`config.mk`:
```
export PLATFORM = sky130hd
export DESIGN_NAME = tag_cfg_sequencer
export DESIGN_NICKNAME = d
export VERILOG_FILES = /design/src/rtl/tag_cfg_sequencer.sv
export SDC_FILE = /design/constraint.sdc
export NUM_CORES = 1
export LEC_CHECK = 0
export BUFFER_PORTS_ARGS = -buffer_cell sky130_fd_sc_hd__buf_2
export CORE_MARGIN = 1.5
export CORE_UTILIZATION = 45
export DETAILED_ROUTE_END_ITERATION = 8
export HOLD_SLACK_MARGIN = 0.08
export PLACE_DENSITY_LB_ADDON = 0.25
export SLEW_MARGIN = 40
export SYNTH_ARGS = -nofsm -noshare
export SYNTH_HDL_FRONTEND = slang
export SYNTH_SLANG_ARGS = --single-unit
```
`constraint.sdc`:
```
create_clock -name clk -period 3.8 [get_ports clk]
set_input_delay 0.19 -clock clk [delete_from_list [all_inputs] [get_ports clk]]
set_output_delay 0.19 -clock clk [all_outputs]
set_load 0.01 [all_outputs]
```
`src/rtl/tag_cfg_sequencer.sv`:
```
`default_nettype none
// ============================================================================
//  Module      : tag_cfg_sequencer
//  Description : Serial configuration master for the tag interface. Replays a
//                zero preamble after reset, then serializes one-shot write
//                requests as START/ID/DNR/LEN/PAYLOAD packets followed by a
//                zero gap, on tag_clk_o / tag_en_o / tag_data_o.
//  Revision    : 1.0 - initial release
// ============================================================================
module tag_cfg_sequencer #(
   parameter int ID_W        = 4,
   parameter int LEN_W       = 4,
   parameter int MAX_PAYLOAD = 15,
   parameter int CLK_DIV     = 2,
   parameter int INIT_ZEROS  = 32,
   parameter int GAP_BITS    = 4
) (
   input  logic                   clk,
   input  logic                   rst_n,
   input  logic                   req_v_i,
   output logic                   req_ready_o,
   input  logic [ID_W-1:0]        req_id_i,
   input  logic                   req_dnr_i,
   input  logic [LEN_W-1:0]       req_len_i,
   input  logic [MAX_PAYLOAD-1:0] req_data_i,
   output logic                   tag_clk_o,
   output logic                   tag_en_o,
   output logic                   tag_data_o,
   output logic                   busy_o,
   output logic                   done_o
);

   function automatic int max_i(input int a, input int b);
      return (a > b) ? a : b;
   endfunction

   localparam int c_half_w  = $clog2(CLK_DIV) + 1;
   localparam int c_bit_max = max_i(max_i(max_i(INIT_ZEROS, MAX_PAYLOAD),
                                          max_i(GAP_BITS, ID_W)), LEN_W);
   localparam int c_bit_w   = $clog2(c_bit_max + 1);

   localparam logic [c_half_w-1:0] c_half_last = c_half_w'(CLK_DIV - 1);
   localparam logic [c_half_w-1:0] c_half_one  = c_half_w'(1);
   localparam logic [c_bit_w-1:0]  c_bit_one   = c_bit_w'(1);
   localparam logic [c_bit_w-1:0]  c_init_last = c_bit_w'(INIT_ZEROS - 1);
   localparam logic [c_bit_w-1:0]  c_id_last   = c_bit_w'(ID_W - 1);
   localparam logic [c_bit_w-1:0]  c_len_last  = c_bit_w'(LEN_W - 1);
   localparam logic [c_bit_w-1:0]  c_gap_last  = c_bit_w'(GAP_BITS - 1);

   localparam logic [2:0] c_st_init  = 3'd0;
   localparam logic [2:0] c_st_idle  = 3'd1;
   localparam logic [2:0] c_st_start = 3'd2;
   localparam logic [2:0] c_st_id    = 3'd3;
   localparam logic [2:0] c_st_dnr   = 3'd4;
   localparam logic [2:0] c_st_len   = 3'd5;
   localparam logic [2:0] c_st_pay   = 3'd6;
   localparam logic [2:0] c_st_gap   = 3'd7;

   logic [2:0]             state_q, state_d;
   logic [c_half_w-1:0]    half_q, half_d;
   logic                   phase_q, phase_d;
   logic [c_bit_w-1:0]     bit_q, bit_d;

   logic [ID_W-1:0]        id_q;
   logic                   dnr_q;
   logic [LEN_W-1:0]       len_q;
   logic [MAX_PAYLOAD-1:0] data_q;

   logic tag_clk_q, tag_en_q, tag_data_q, ready_q, busy_q, done_q;
   logic tag_clk_d, tag_en_d, tag_data_d, ready_d, busy_d, done_d;

   logic                   w_accept;
   logic                   w_half_end;
   logic                   w_bit_end;
   logic                   w_last_bit;
   logic [2:0]             w_next_state;
   logic [c_bit_w-1:0]     w_len_ext;
   logic [ID_W-1:0]        w_id_mask;
   logic [LEN_W-1:0]       w_len_mask;
   logic [MAX_PAYLOAD-1:0] w_pay_mask;

   assign w_accept   = req_v_i & ready_q;
   assign w_half_end = (half_q == c_half_last);
   assign w_bit_end  = w_half_end & phase_q;
   assign w_len_ext  = c_bit_w'(len_q);

   // One-hot masks pick the field bit addressed by the upcoming bit index.
   assign w_id_mask  = ID_W'(1) << bit_d;
   assign w_len_mask = LEN_W'(1) << bit_d;
   assign w_pay_mask = MAX_PAYLOAD'(1) << bit_d;

   // State, counters, captured request and registered outputs.
   always_ff @(posedge clk or negedge rst_n) begin
      if (!rst_n) begin
         state_q    <= c_st_init;
         half_q     <= '0;
         phase_q    <= 1'b0;
         bit_q      <= '0;
         id_q       <= '0;
         dnr_q      <= 1'b0;
         len_q      <= '0;
         data_q     <= '0;
         tag_clk_q  <= 1'b0;
         tag_en_q   <= 1'b0;
         tag_data_q <= 1'b0;
         ready_q    <= 1'b0;
         busy_q     <= 1'b1;
         done_q     <= 1'b0;
      end else begin
         state_q    <= state_d;
         half_q     <= half_d;
         phase_q    <= phase_d;
         bit_q      <= bit_d;
         tag_clk_q  <= tag_clk_d;
         tag_en_q   <= tag_en_d;
         tag_data_q <= tag_data_d;
         ready_q    <= ready_d;
         busy_q     <= busy_d;
         done_q     <= done_d;
         if (w_accept) begin
            id_q   <= req_id_i;
            dnr_q  <= req_dnr_i;
            len_q  <= req_len_i;
            data_q <= req_data_i;
         end
      end
   end

   // Next state: advance the tag clock phase and step through packet fields.
   always_comb begin
      state_d      = state_q;
      half_d       = half_q;
      phase_d      = phase_q;
      bit_d        = bit_q;
      w_last_bit   = 1'b0;
      w_next_state = c_st_idle;
      case (state_q)
         c_st_init:  begin w_last_bit = (bit_q == c_init_last); w_next_state = c_st_idle; end
         c_st_start: begin w_last_bit = 1'b1;                   w_next_state = c_st_id;   end
         c_st_id:    begin w_last_bit = (bit_q == c_id_last);   w_next_state = c_st_dnr;  end
         c_st_dnr:   begin w_last_bit = 1'b1;                   w_next_state = c_st_len;  end
         c_st_len:   begin
            w_last_bit   = (bit_q == c_len_last);
            // A zero-length request skips straight to the gap.
            w_next_state = (len_q == '0) ? c_st_gap : c_st_pay;
         end
         c_st_pay:   begin w_last_bit = (bit_q == w_len_ext - c_bit_one); w_next_state = c_st_gap; end
         c_st_gap:   begin w_last_bit = (bit_q == c_gap_last);  w_next_state = c_st_idle; end
         default:    begin w_last_bit = 1'b1;                   w_next_state = c_st_idle; end
      endcase

      if (state_q == c_st_idle) begin
         half_d  = '0;
         phase_d = 1'b0;
         bit_d   = '0;
         if (w_accept) begin
            state_d = c_st_start;
         end
      end else begin
         if (w_half_end) begin
            half_d  = '0;
            phase_d = ~phase_q;
         end else begin
            half_d = half_q + c_half_one;
         end
         if (w_bit_end) begin
            if (w_last_bit) begin
               state_d = w_next_state;
               bit_d   = '0;
            end else begin
               bit_d = bit_q + c_bit_one;
            end
         end
      end
   end

   // Output values for the next cycle, derived from the next state so every
   // output is a plain register; en/data only move when a new bit starts.
   always_comb begin
      tag_clk_d  = phase_d;
      tag_en_d   = 1'b0;
      tag_data_d = 1'b0;
      case (state_d)
         c_st_start: begin tag_en_d = 1'b1; tag_data_d = 1'b1;                  end
         c_st_id:    begin tag_en_d = 1'b1; tag_data_d = |(id_q & w_id_mask);   end
         c_st_dnr:   begin tag_en_d = 1'b1; tag_data_d = dnr_q;                 end
         c_st_len:   begin tag_en_d = 1'b1; tag_data_d = |(len_q & w_len_mask); end
         c_st_pay:   begin tag_en_d = 1'b1; tag_data_d = |(data_q & w_pay_mask); end
         default:    begin tag_en_d = 1'b0; tag_data_d = 1'b0;                  end
      endcase
      ready_d = (state_d == c_st_idle);
      busy_d  = (state_d != c_st_idle);
      done_d  = (state_q == c_st_gap) && (state_d == c_st_idle);
   end

   assign req_ready_o = ready_q;
   assign busy_o      = busy_q;
   assign done_o      = done_q;
   assign tag_clk_o   = tag_clk_q;
   assign tag_en_o    = tag_en_q;
   assign tag_data_o  = tag_data_q;

endmodule
`default_nettype wire
```
==> run_results.csv, run 1 <==
group,metric,value,unit
die,placeableCoreArea,5107,um2
cts,clk_pin_slew_worst_paths,0.08,ns
timing,finalSetupTns,0,ns
place,detailed_place_hpwl,3.772,mm
die,start_util,46.57,%
routing,finalWirelength,5.206,mm
routing,remaining_drc_errors,0,
layout,final_util,53.16,%
critical_path,timing.critical_path.arrival,3.64,ns
yosys,netlist_area,2379,um2
die,io_pins,33,
die,std_cell_rows,26,
yosys,yosys.cell_types.count,58,
routing,route.met2.wl,2.508,mm
routing,num_vias,1929,
timing,timing.max_slew.rel_slack,47.80,%
timing,final.period_utilization,89.86,%
run,max_cap_violations,0,
power,irDropWorstVdd,0.1710,mV
die,die_h,75.70,um
yosys,synth_area_leader_cell,"sky130_fd_sc_hd__dfrtp_1",
cts,clock_path_buffers,2,
cts,clk-insertion-delay-late,0.29,ns
layout,flow.area_growth_from_synthesis,14.15,%
yosys,synth_edf_count,0,
layout,number_of_cells_in_the_finished_layout_apart_from_fillers,339,
timing,drv_slew,0,
cts,clkSinkCount,41,
min_path,worstHoldPathCells,2,
yosys,ys.warnings.count,0,
grt,grt_antenna_before_repair,0,
routing,maxUsedRoutingLayer,"met4",
status,result_of_the_run,"complete, no violations",
cts,post_cts_buffers,0,
routing,vias_per_cell,5.690,
yosys,syn_avg_cell_area,10.16,um2
timing,post-route-min-period,3.415,ns
yosys,yosys.area.top_type_share,42.08,%
place,io_buffer_count,32,
routing,detail_route.wirelength.met1,2.372,mm
critical_path,timing.critical_path.fanout_max,6,
layout,fillers,494,
power,pwr_density_cell,269.9,nW/um2
yosys,synth_top_cells_by_area,"sky130_fd_sc_hd__dfrtp_1, sky130_fd_sc_hd__mux2_2, sky130_fd_sc_hd__nor2_1",
critical_path,critPathCaptureType,"flop",
routing,drt_first_pass_iters,4,
place,globalplace.congestion,0.9493,
grt,grt_max_degree,42,
critical_path,r2r_cells,11,
timing,setup_violations,0,
grt,global_route.overflow_total,0,
yosys,synth_top_flop_cell,"sky130_fd_sc_hd__dfrtp_1",
yosys,postSynthRegisterBits,41,
layout,layout.cells.most_common,"sky130_fd_sc_hd__dfrtp_1",
routing,wl_per_cell,15.36,um
grt,grt.total_usage,20.48,%
timing,timing.fmax,0.2928,GHz
cts,clk_root_buffer_cell,"sky130_fd_sc_hd__clkbuf_8",
yosys,synth.yosys.seq_area_share,43.19,%
cts,cts_tree,"built",
timing,tightestPinTransition,0.7770,ns
die,floorplan.die_area,5730,um2
timing,grt_setup_unrepaired,"no",
routing,detailroute.wirelength.met3,244,um
routing,drtIter0Drc,183,
grt,vias_in_the_first_global_route,1805,
timing,endpoints_failing_hold,0,
die,die_w,75.70,um
critical_path,critPathKind,"flop to flop",
power,power_leakage,1.284,nW
critical_path,worstSetupStartpointType,"flop",
yosys,syn_nets,264,
yosys,synthCells,234,
routing,drtAntennaViolNets,0,
critical_path,cp.required,4.02,ns
layout,insertedDiodeCount,0,
cts,cts_made_buffers,5,
timing,timing.clock.skew,0.004724,ns
place,dpl.cell_count,330,
yosys,postSynth.asyncResetShare,100.0,%
layout,drive_gt1_share,29.00,%
grt,grt_first_pass_wirelength,8.666,mm
layout,most-common-layout-cells,"sky130_fd_sc_hd__dfrtp_1, sky130_fd_sc_hd__buf_2, sky130_fd_sc_hd__mux2_2, sky130_fd_sc_hd__nor2_1, sky130_fd_sc_hd__nand2_1",
min_path,timing.hold.worst.class,"primary input to flop",
cts,cts_max_level,2,
layout,net_count_final,298,
-- cell families (layout without fill, tap and decap cells) --
family	count (synthesis)	count (layout)	share of synthesized area [%]
AND/OR/NAND/NOR	82	82	19.04
AO/OA/AOI/OAI	49	49	15.41
flip-flops	41	41	43.19
multiplexers	29	29	13.62
adder cells (fa/ha/maj)	3	3	1.894
XOR/XNOR	8	8	2.946
buffers and inverters	22	57	3.892
-- where the power goes --
part           leakage [nW]  switching [W]  internal (W)  total (W)
Clock                0.0450       0.000147      0.000127   0.000275
Sequential            0.545              0      0.000436   0.000436
Combinational         0.695      0.0000116     0.0000104  0.0000220
Total                  1.28       0.000159      0.000574   0.000733
-- flip-flops by register name (all words and copies together), names as in the netlist --
signal,cells
dnr_q,1
req_ready_o,1
data_q,15
tag_data_o,1
bit_q,6
tag_en_o,1
state_q,3
tag_clk_o,1
id_q,4
done_o,1
busy_o,1
half_q,2
len_q,4
-- critical path, stage by stage (launching register included) --
cell                        delay, ns
sky130_fd_sc_hd__dfrtp_1         0.34
sky130_fd_sc_hd__inv_1           0.10
sky130_fd_sc_hd__fa_1            0.51
sky130_fd_sc_hd__or4_1           0.55
sky130_fd_sc_hd__a22oi_1         0.21
sky130_fd_sc_hd__or4b_4          0.52
sky130_fd_sc_hd__o21a_1          0.20
sky130_fd_sc_hd__a2111oi_2       0.43
sky130_fd_sc_hd__inv_1           0.13
sky130_fd_sc_hd__nor2_1          0.17
sky130_fd_sc_hd__nand3_1         0.10
sky130_fd_sc_hd__nand4_1         0.09
-- worst paths after layout --
path	start	to	slack, ns
setup / recovery	state_q[0]$_DFF_PN0_	tag_data_o$_DFF_PN0_	0.39
hold / removal	req_data_i[10]	data_q[10]$_DFFE_PN0P_	0.13
setup reg to reg	state_q[0]$_DFF_PN0_	tag_data_o$_DFF_PN0_	0.39
hold reg to reg	data_q[11]$_DFFE_PN0P_	data_q[11]$_DFFE_PN0P_	0.51
max in group asynchronous	rst_n	busy_o$_DFF_PN1_	3.00
min in group asynchronous	rst_n	tag_clk_o$_DFFE_PN0P_	0.41
-- final cells by class --
cell class                 count  area (um2)  share of cell area (%)
sequential                    41        1027                   37.83
inverter                       9       33.78                   1.244
clock buffer                   6       72.57                   2.673
timing repair buffer          40       225.2                   8.295
multi-input combinational    171        1259                   46.36
tap                           70       87.58                   3.226
clock inverter                 2       10.01                  0.3687
-- per-layer routing --
| metal | GRT usage [%] | vias up |
|---|---|---|
| li1 | - | 938 |
| met1 | 28.35 | 920 |
| met2 | 31.77 | 61 |
| met3 | 4.233 | 10 |
| met4 | 7.738 | 0 |
| met5 | 0 | - |
-- Yosys cell counts (2+ instances only) --
library cell,number
sky130_fd_sc_hd__a211o_1,2
sky130_fd_sc_hd__a21oi_1,7
sky130_fd_sc_hd__a221oi_1,2
sky130_fd_sc_hd__a22o_1,3
sky130_fd_sc_hd__a22oi_1,4
sky130_fd_sc_hd__a31oi_1,2
sky130_fd_sc_hd__and2_1,4
sky130_fd_sc_hd__and3_1,2
sky130_fd_sc_hd__and3b_1,3
sky130_fd_sc_hd__buf_2,2
sky130_fd_sc_hd__clkbuf_1,9
sky130_fd_sc_hd__dfrtp_1,40
sky130_fd_sc_hd__ha_1,2
sky130_fd_sc_hd__inv_1,9
sky130_fd_sc_hd__mux2_2,26
sky130_fd_sc_hd__mux2i_1,2
sky130_fd_sc_hd__nand2_1,11
sky130_fd_sc_hd__nand2b_1,3
sky130_fd_sc_hd__nand3_1,8
sky130_fd_sc_hd__nand3b_1,2
sky130_fd_sc_hd__nand4_1,2
sky130_fd_sc_hd__nor2_1,20
sky130_fd_sc_hd__nor2b_1,2
sky130_fd_sc_hd__nor3_1,8
sky130_fd_sc_hd__nor3b_1,2
sky130_fd_sc_hd__nor4_1,3
sky130_fd_sc_hd__o21a_1,3
sky130_fd_sc_hd__o21ai_0,7
sky130_fd_sc_hd__o22ai_1,2
sky130_fd_sc_hd__o31ai_1,5
sky130_fd_sc_hd__or4_1,4
sky130_fd_sc_hd__xnor2_1,5
sky130_fd_sc_hd__xor2_1,3
-- what timing repair did --
action	CTS	global route
hold buffers	1	0
gates resized for setup	0	0
endpoints found under the hold margin	40	0
-- stage by stage --
step                hold WS [ns]  cell area, um2  setup slack [ns]  power (W)
global placement          0.3841            2620            0.5237  0.0004663
finish                    0.1269            2715            0.3852  0.0007328
detailed placement        0.2093            2623            0.4353  0.0004670
global route              0.1179            2715            0.1529  0.0007653
floorplan                -0.1056            2379            0.2531  0.0004450
CTS                       0.1170            2715            0.4156  0.0007445
(Power assumes the default switching activity.)
==> inputs of run 2 (changes only) <==
Settings changed: CTS_BUF_LIST from default to sky130_fd_sc_hd__clkbuf_8, SLEW_MARGIN 40 to 20.
==> run 2 against run 1 <==
Effect of this change: final area barely moved; global-route usage fell by 0.36 points; highest routed layer unchanged; largest cell class unchanged; fmax fell by 0.56%.
==> run_results.csv, run 2 (synthesis results as in run 1) <==
group,metric,value,unit
layout,registers.top_by_ff_count,"data_q",
cts,cts_max_level,2,
timing,post-route-min-period,3.434,ns
cts,cts_made_buffers,5,
cts,clkSinkCount,41,
die,floorplan.die_area,5730,um2
layout,most-common-layout-cells,"sky130_fd_sc_hd__dfrtp_1, sky130_fd_sc_hd__buf_2, sky130_fd_sc_hd__mux2_2, sky130_fd_sc_hd__nor2_1, sky130_fd_sc_hd__nand2_1",
critical_path,cp.required,4.02,ns
cts,clock_path_buffers,2,
critical_path,worst_path_most_repeated_cell,"sky130_fd_sc_hd__inv_1",
timing,timing.max_slew.rel_slack,39.37,%
grt,vias_in_the_first_global_route,1801,
routing,drtAntennaViolNets,0,
grt,grt.total_usage,20.12,%
layout,largest_register_ff_count,15,
critical_path,critPathMaxStageDelay,0.55,ns
cts,hold_buffers,1,
routing,drt_first_pass_iters,4,
die,die_h,75.70,um
die,io_pins,33,
critical_path,critical_path.cell_chain,"inv_1 > fa_1 > or4_1 > a22oi_1 > or4b_4 > o21a_1 > a2111oi_2 > inv_1 > nor2_1 > nand3_1 > nand4_1",
die,start_util,46.57,%
layout,net_count_final,298,
layout,number_of_cells_in_the_finished_layout_apart_from_fillers,339,
cts,clk-insertion-delay-late,0.29,ns
critical_path,timing.critical_path.slowest_stage_cell,"sky130_fd_sc_hd__or4_1",
routing,remaining_drc_errors,0,
timing,tightestPinTransition,0.9094,ns
power,finalPower,0.0007323,W
layout,flow.area_growth_from_synthesis,14.05,%
grt,grt_first_pass_wirelength,8.583,mm
layout,top_regs,"data_q x15, bit_q x6",
timing,worst_slack,0.3659,ns
critical_path,critPathCaptureType,"flop",
grt,global_route.overflow_total,0,
routing,num_vias,1900,
cts,clk_pin_slew_worst_paths,0.08,ns
routing,wl_per_cell,15.16,um
layout,insertedDiodeCount,0,
power,power_leakage,1.288,nW
place,dpl.cell_count,330,
place,io_buffer_count,32,
run,max_cap_violations,0,
routing,drtIter0Drc,227,
power,irDropWorstVdd,0.1802,mV
place,globalplace.congestion,0.9493,
power,pwr_density_cell,270.0,nW/um2
critical_path,timing.critical_path.fanout_max,6,
grt,grt_max_degree,42,
timing,endpoints_failing_hold,0,
die,placeableCoreArea,5107,um2
die,std_cell_rows,26,
timing,finalSetupTns,0,ns
cts,post_cts.resized_instances,0,
timing,setup_violations,0,
cts,post_cts_buffers,0,
critical_path,cp_num_buf_inv,2,
critical_path,worstSetupStartpointType,"flop",
timing,timing.fmax,0.2912,GHz
timing,final.period_utilization,90.37,%
min_path,timing.hold.worst.class,"primary input to flop",
die,die_w,75.70,um
cts,cts_tree,"built",
timing,grt_setup_unrepaired,"no",
critical_path,timing.critical_path.arrival,3.66,ns
place,detailed_place_hpwl,3.748,mm
critical_path,critPathKind,"flop to flop",
status,result_of_the_run,"complete, no violations",
layout,layout.cells.most_common,"sky130_fd_sc_hd__dfrtp_1",
timing,drv_slew,0,
place,place_worst_setup_slack,0.4371,ns
routing,finalWirelength,5.138,mm
layout,drive_gt1_share,29.00,%
routing,vias_per_cell,5.605,
grt,grt_antenna_before_repair,0,
layout,final_util,53.11,%
critical_path,crit_family,"simple AND/OR/NAND/NOR gates",
cts,clk_root_buffer_cell,"sky130_fd_sc_hd__clkbuf_8",
timing,timing.clock.skew,0.002479,ns
==> run 2: area by class of cell <==
| class | count | area (um2) |
|---|---|---|
| inverter | 9 | 33.78 |
| timing repair buffer | 40 | 222.7 |
| clock buffer | 5 | 68.82 |
| fill | 489 | 2395 |
| clock inverter | 3 | 13.76 |
| tap | 70 | 87.58 |
| sequential | 41 | 1027 |
| multi-input combinational | 171 | 1259 |
==> run 2: path summary, 6_finish.rpt <==
kind | to | slack (ns) | startpoint | cells past startpoint
worst max-delay path | tag_data_o$_DFF_PN0_ | 0.37 | state_q[0]$_DFF_PN0_ | 11
worst min-delay path | data_q[6]$_DFFE_PN0P_ | 0.13 | req_data_i[6] | 2
worst max register to register | tag_data_o$_DFF_PN0_ | 0.37 | state_q[0]$_DFF_PN0_ | 11
worst min register to register | data_q[11]$_DFFE_PN0P_ | 0.50 | data_q[11]$_DFFE_PN0P_ | 1
max in group asynchronous | done_o$_DFF_PN0_ | 2.66 | rst_n | 2
min in group asynchronous | bit_q[5]$_DFF_PN0_ | 0.56 | rst_n | 2
==> run 2: where the power goes <==
part | internal (W) | switching, W
sequential | 0.000436 | 0
combinational | 0.0000101 | 0.0000116
clock | 0.000125 | 0.000150
total | 0.000571 | 0.000162
==> run 2: metal layers <==
metal | GRT usage [%] | wire length, um
met2 | 32.07 | 2460
met3 | 4.101 | 277
met4 | 6.548 | 53
met5 | 0 | 0
met1 | 27.59 | 2346
==> run 2: stage by stage <==
stage | cell area (um2) | hold WS (ns)
floorplan | 2379 | -0.1056
global placement | 2620 | 0.3841
detailed placement | 2620 | 0.3839
CTS | 2713 | 0.1191
global route | 2713 | 0.1168
finish | 2713 | 0.1271
==> inputs of run 3 (changes only) <==
Settings changed: CORE_UTILIZATION 45 to 54.
==> run 3 against run 2 <==
Effect of this change: cell count fell by 5.9%; critical path depth shrank 1; final area shrank 0.74%; global-route usage increased by 2.4 points; clock power increased by 2%; sequential share of layout area grew 0.28 points; setup slack got worse by 0.017 ns; non-clock buffer count unchanged; die area is 16% lower; clock skew about the same; combinational power about the same; via count is 0.26% higher.
==> run_results.csv, run 3 (synthesis results as in run 1) <==
group,metric,value,unit
status,result_of_the_run,"complete, no violations",
routing,remaining_drc_errors,0,
grt,vias_in_the_first_global_route,1885,
layout,most-common-layout-cells,"sky130_fd_sc_hd__dfrtp_1, sky130_fd_sc_hd__buf_2, sky130_fd_sc_hd__mux2_2, sky130_fd_sc_hd__nor2_1, sky130_fd_sc_hd__nand2_1",
cts,cts_tree,"built",
cts,clk-insertion-delay-late,0.29,ns
cts,clk_pin_slew_worst_paths,0.08,ns
routing,finalWirelength,5.087,mm
cts,cts_max_level,2,
min_path,worstHoldPathCells,2,
place,globalplace.congestion,0.9399,
grt,grt.total_usage,22.49,%
timing,drv_slew,0,
layout,top_regs,"data_q x15, bit_q x6",
layout,flow.area_growth_from_synthesis,13.20,%
layout,seqCellArea,1027,um2
timing,timing.fmax,0.2898,GHz
layout,largest_register_ff_count,15,
critical_path,r2r_cells,10,
timing,post-route-min-period,3.451,ns
grt,gr-usage-met1,29.57,%
layout,drive_gt1_share,29.00,%
cts,clkSinkCount,41,
power,finalPower,0.0007386,W
place,io_buffer_count,32,
die,die_w,69.37,um
cts,clk_root_buffer_cell,"sky130_fd_sc_hd__clkbuf_8",
timing,timing.max_slew.rel_slack,39.65,%
grt,met2_usage_in_global_routing,36.86,%
critical_path,critPathKind,"flop to flop",
routing,drt_first_pass_iters,4,
cts,cts_made_buffers,5,
critical_path,reg2reg_setup_slack,0.35,ns
die,placeableCoreArea,4115,um2
power,power_leakage,1.280,nW
critical_path,critPathCaptureType,"flop",
cts,post_cts_buffers,0,
critical_path,worst_r2r_endpoint,"tag_data_o$_DFF_PN0_",
grt,grt_antenna_before_repair,0,
min_path,min-delay-start,"req_data_i[1]",
die,floorplan.die_area,4812,um2
critical_path,timing.critical_path.arrival,3.62,ns
routing,wl_per_cell,15.95,um
die,start_util,57.80,%
critical_path,worstSetupStartpointType,"flop",
timing,worst_slack,0.3488,ns
routing,vias_per_cell,5.972,
layout,insertedDiodeCount,0,
critical_path,r2r_start,"state_q[0]$_DFF_PN0_",
grt,global_route.overflow_total,0,
timing,endpoints_failing_hold,0,
layout,layout.cells.most_common,"sky130_fd_sc_hd__dfrtp_1",
power,irDropWorstVdd,0.1904,mV
routing,drtIter0Drc,236,
cts,post_cts.resized_instances,0,
cts,hold_buffers,1,
place,place_worst_setup_slack,0.4042,ns
layout,multiInputGateArea,1259,um2
grt,grt_max_degree,42,
place,dpl.cell_count,310,
die,die_h,69.37,um
run,max_cap_violations,0,
layout,net_count_final,298,
grt,use_met3,4.942,%
timing,final.period_utilization,90.82,%
die,std_cell_rows,23,
layout,registers.top_by_ff_count,"data_q",
critical_path,timing.critical_path.fanout_max,6,
die,io_pins,33,
place,detailed_place_hpwl,3.670,mm
power,pwr_density_cell,274.3,nW/um2
timing,timing.clock.skew,0.002726,ns
min_path,min_to,"data_q[1]$_DFFE_PN0P_",
timing,tightestPinTransition,0.9053,ns
layout,number_of_cells_in_the_finished_layout_apart_from_fillers,319,
min_path,timing.hold.worst.class,"primary input to flop",
routing,num_vias,1905,
timing,finalSetupTns,0,ns
timing,grt_setup_unrepaired,"no",
timing,setup_violations,0,
layout,fillers,339,
cts,clock_path_buffers,2,
grt,grt_most_used_layer,"met2",
grt,grt_first_pass_wirelength,8.735,mm
critical_path,cp.required,3.97,ns
routing,drtAntennaViolNets,0,
==> run 3: changes by cell type in the layout (fill, tap and decap cells not counted) <==
| cell | change |
|---|---|
| sky130_fd_sc_hd__clkinv_2 | -2 |
| sky130_fd_sc_hd__clkinvlp_4 | +2 |
==> run 3: how the worst max path moves through the flow <==
stage                    startpoint              endpoint  slack, ns  depth (start not counted)
5_1_grt        state_q[0]$_DFF_PN0_  tag_data_o$_DFF_PN0_       0.16                         10
6_report       state_q[0]$_DFF_PN0_  tag_data_o$_DFF_PN0_       0.35                         10
3_3_place_gp   state_q[0]$_DFF_PN0_  tag_data_o$_DFF_PN0_       0.52                         10
3_5_place_dp   state_q[0]$_DFF_PN0_  tag_data_o$_DFF_PN0_       0.40                         10
2_1_floorplan  state_q[1]$_DFF_PN0_  tag_data_o$_DFF_PN0_       0.25                         11
4_1_cts        state_q[0]$_DFF_PN0_  tag_data_o$_DFF_PN0_       0.38                         10
==> run 3: layout make-up <==
class | instances | share of cell area [%]
repair buffers | 40 | 8.271
flip-flops and latches | 41 | 38.15
well taps | 50 | 2.323
clock inverters | 3 | 0.6970
multi-input cells | 171 | 46.75
inverters | 9 | 1.255
clock buffers | 5 | 2.556
==> run 3: metal layers <==
metal / part of all wire (%) / up-vias
li1: - / 934
met1: 45 / 910
met4: 1.6 / 0
met3: 5.4 / 9
met2: 48 / 52
met5: 0 / -
==> run 3: power breakdown <==
group / internal [W] / switching (W) / leakage (nW) / total [W]
clock network: 0.000127 / 0.000155 / 0.0416 / 0.000281
registers: 0.000436 / 0 / 0.545 / 0.000436
logic: 0.0000100 / 0.0000113 / 0.694 / 0.0000213
total: 0.000573 / 0.000166 / 1.28 / 0.000739
==> run 3: metrics by stage <==
step                      util, %  instance area (um2)  hold slack, ns
after floorplan                 -                 2379         -0.1056
after global placement      63.06                 2595          0.3715
after detailed placement    63.06                 2595          0.3800
after CTS                   65.43                 2693          0.1168
after global routing        65.43                 2693          0.1121
final                       65.43                 2693          0.1233
==> run 3: critical path: stages, from the launching register on <==
cell and delay [ns]:
sky130_fd_sc_hd__dfrtp_1 0.35, sky130_fd_sc_hd__inv_1 0.10, sky130_fd_sc_hd__fa_1 0.51, sky130_fd_sc_hd__or4_1 0.54, sky130_fd_sc_hd__a22oi_1 0.24, sky130_fd_sc_hd__or4b_4 0.53
sky130_fd_sc_hd__o21a_1 0.23, sky130_fd_sc_hd__o31a_1 0.30, sky130_fd_sc_hd__a221oi_1 0.27, sky130_fd_sc_hd__a211o_1 0.18, sky130_fd_sc_hd__nand4_1 0.09
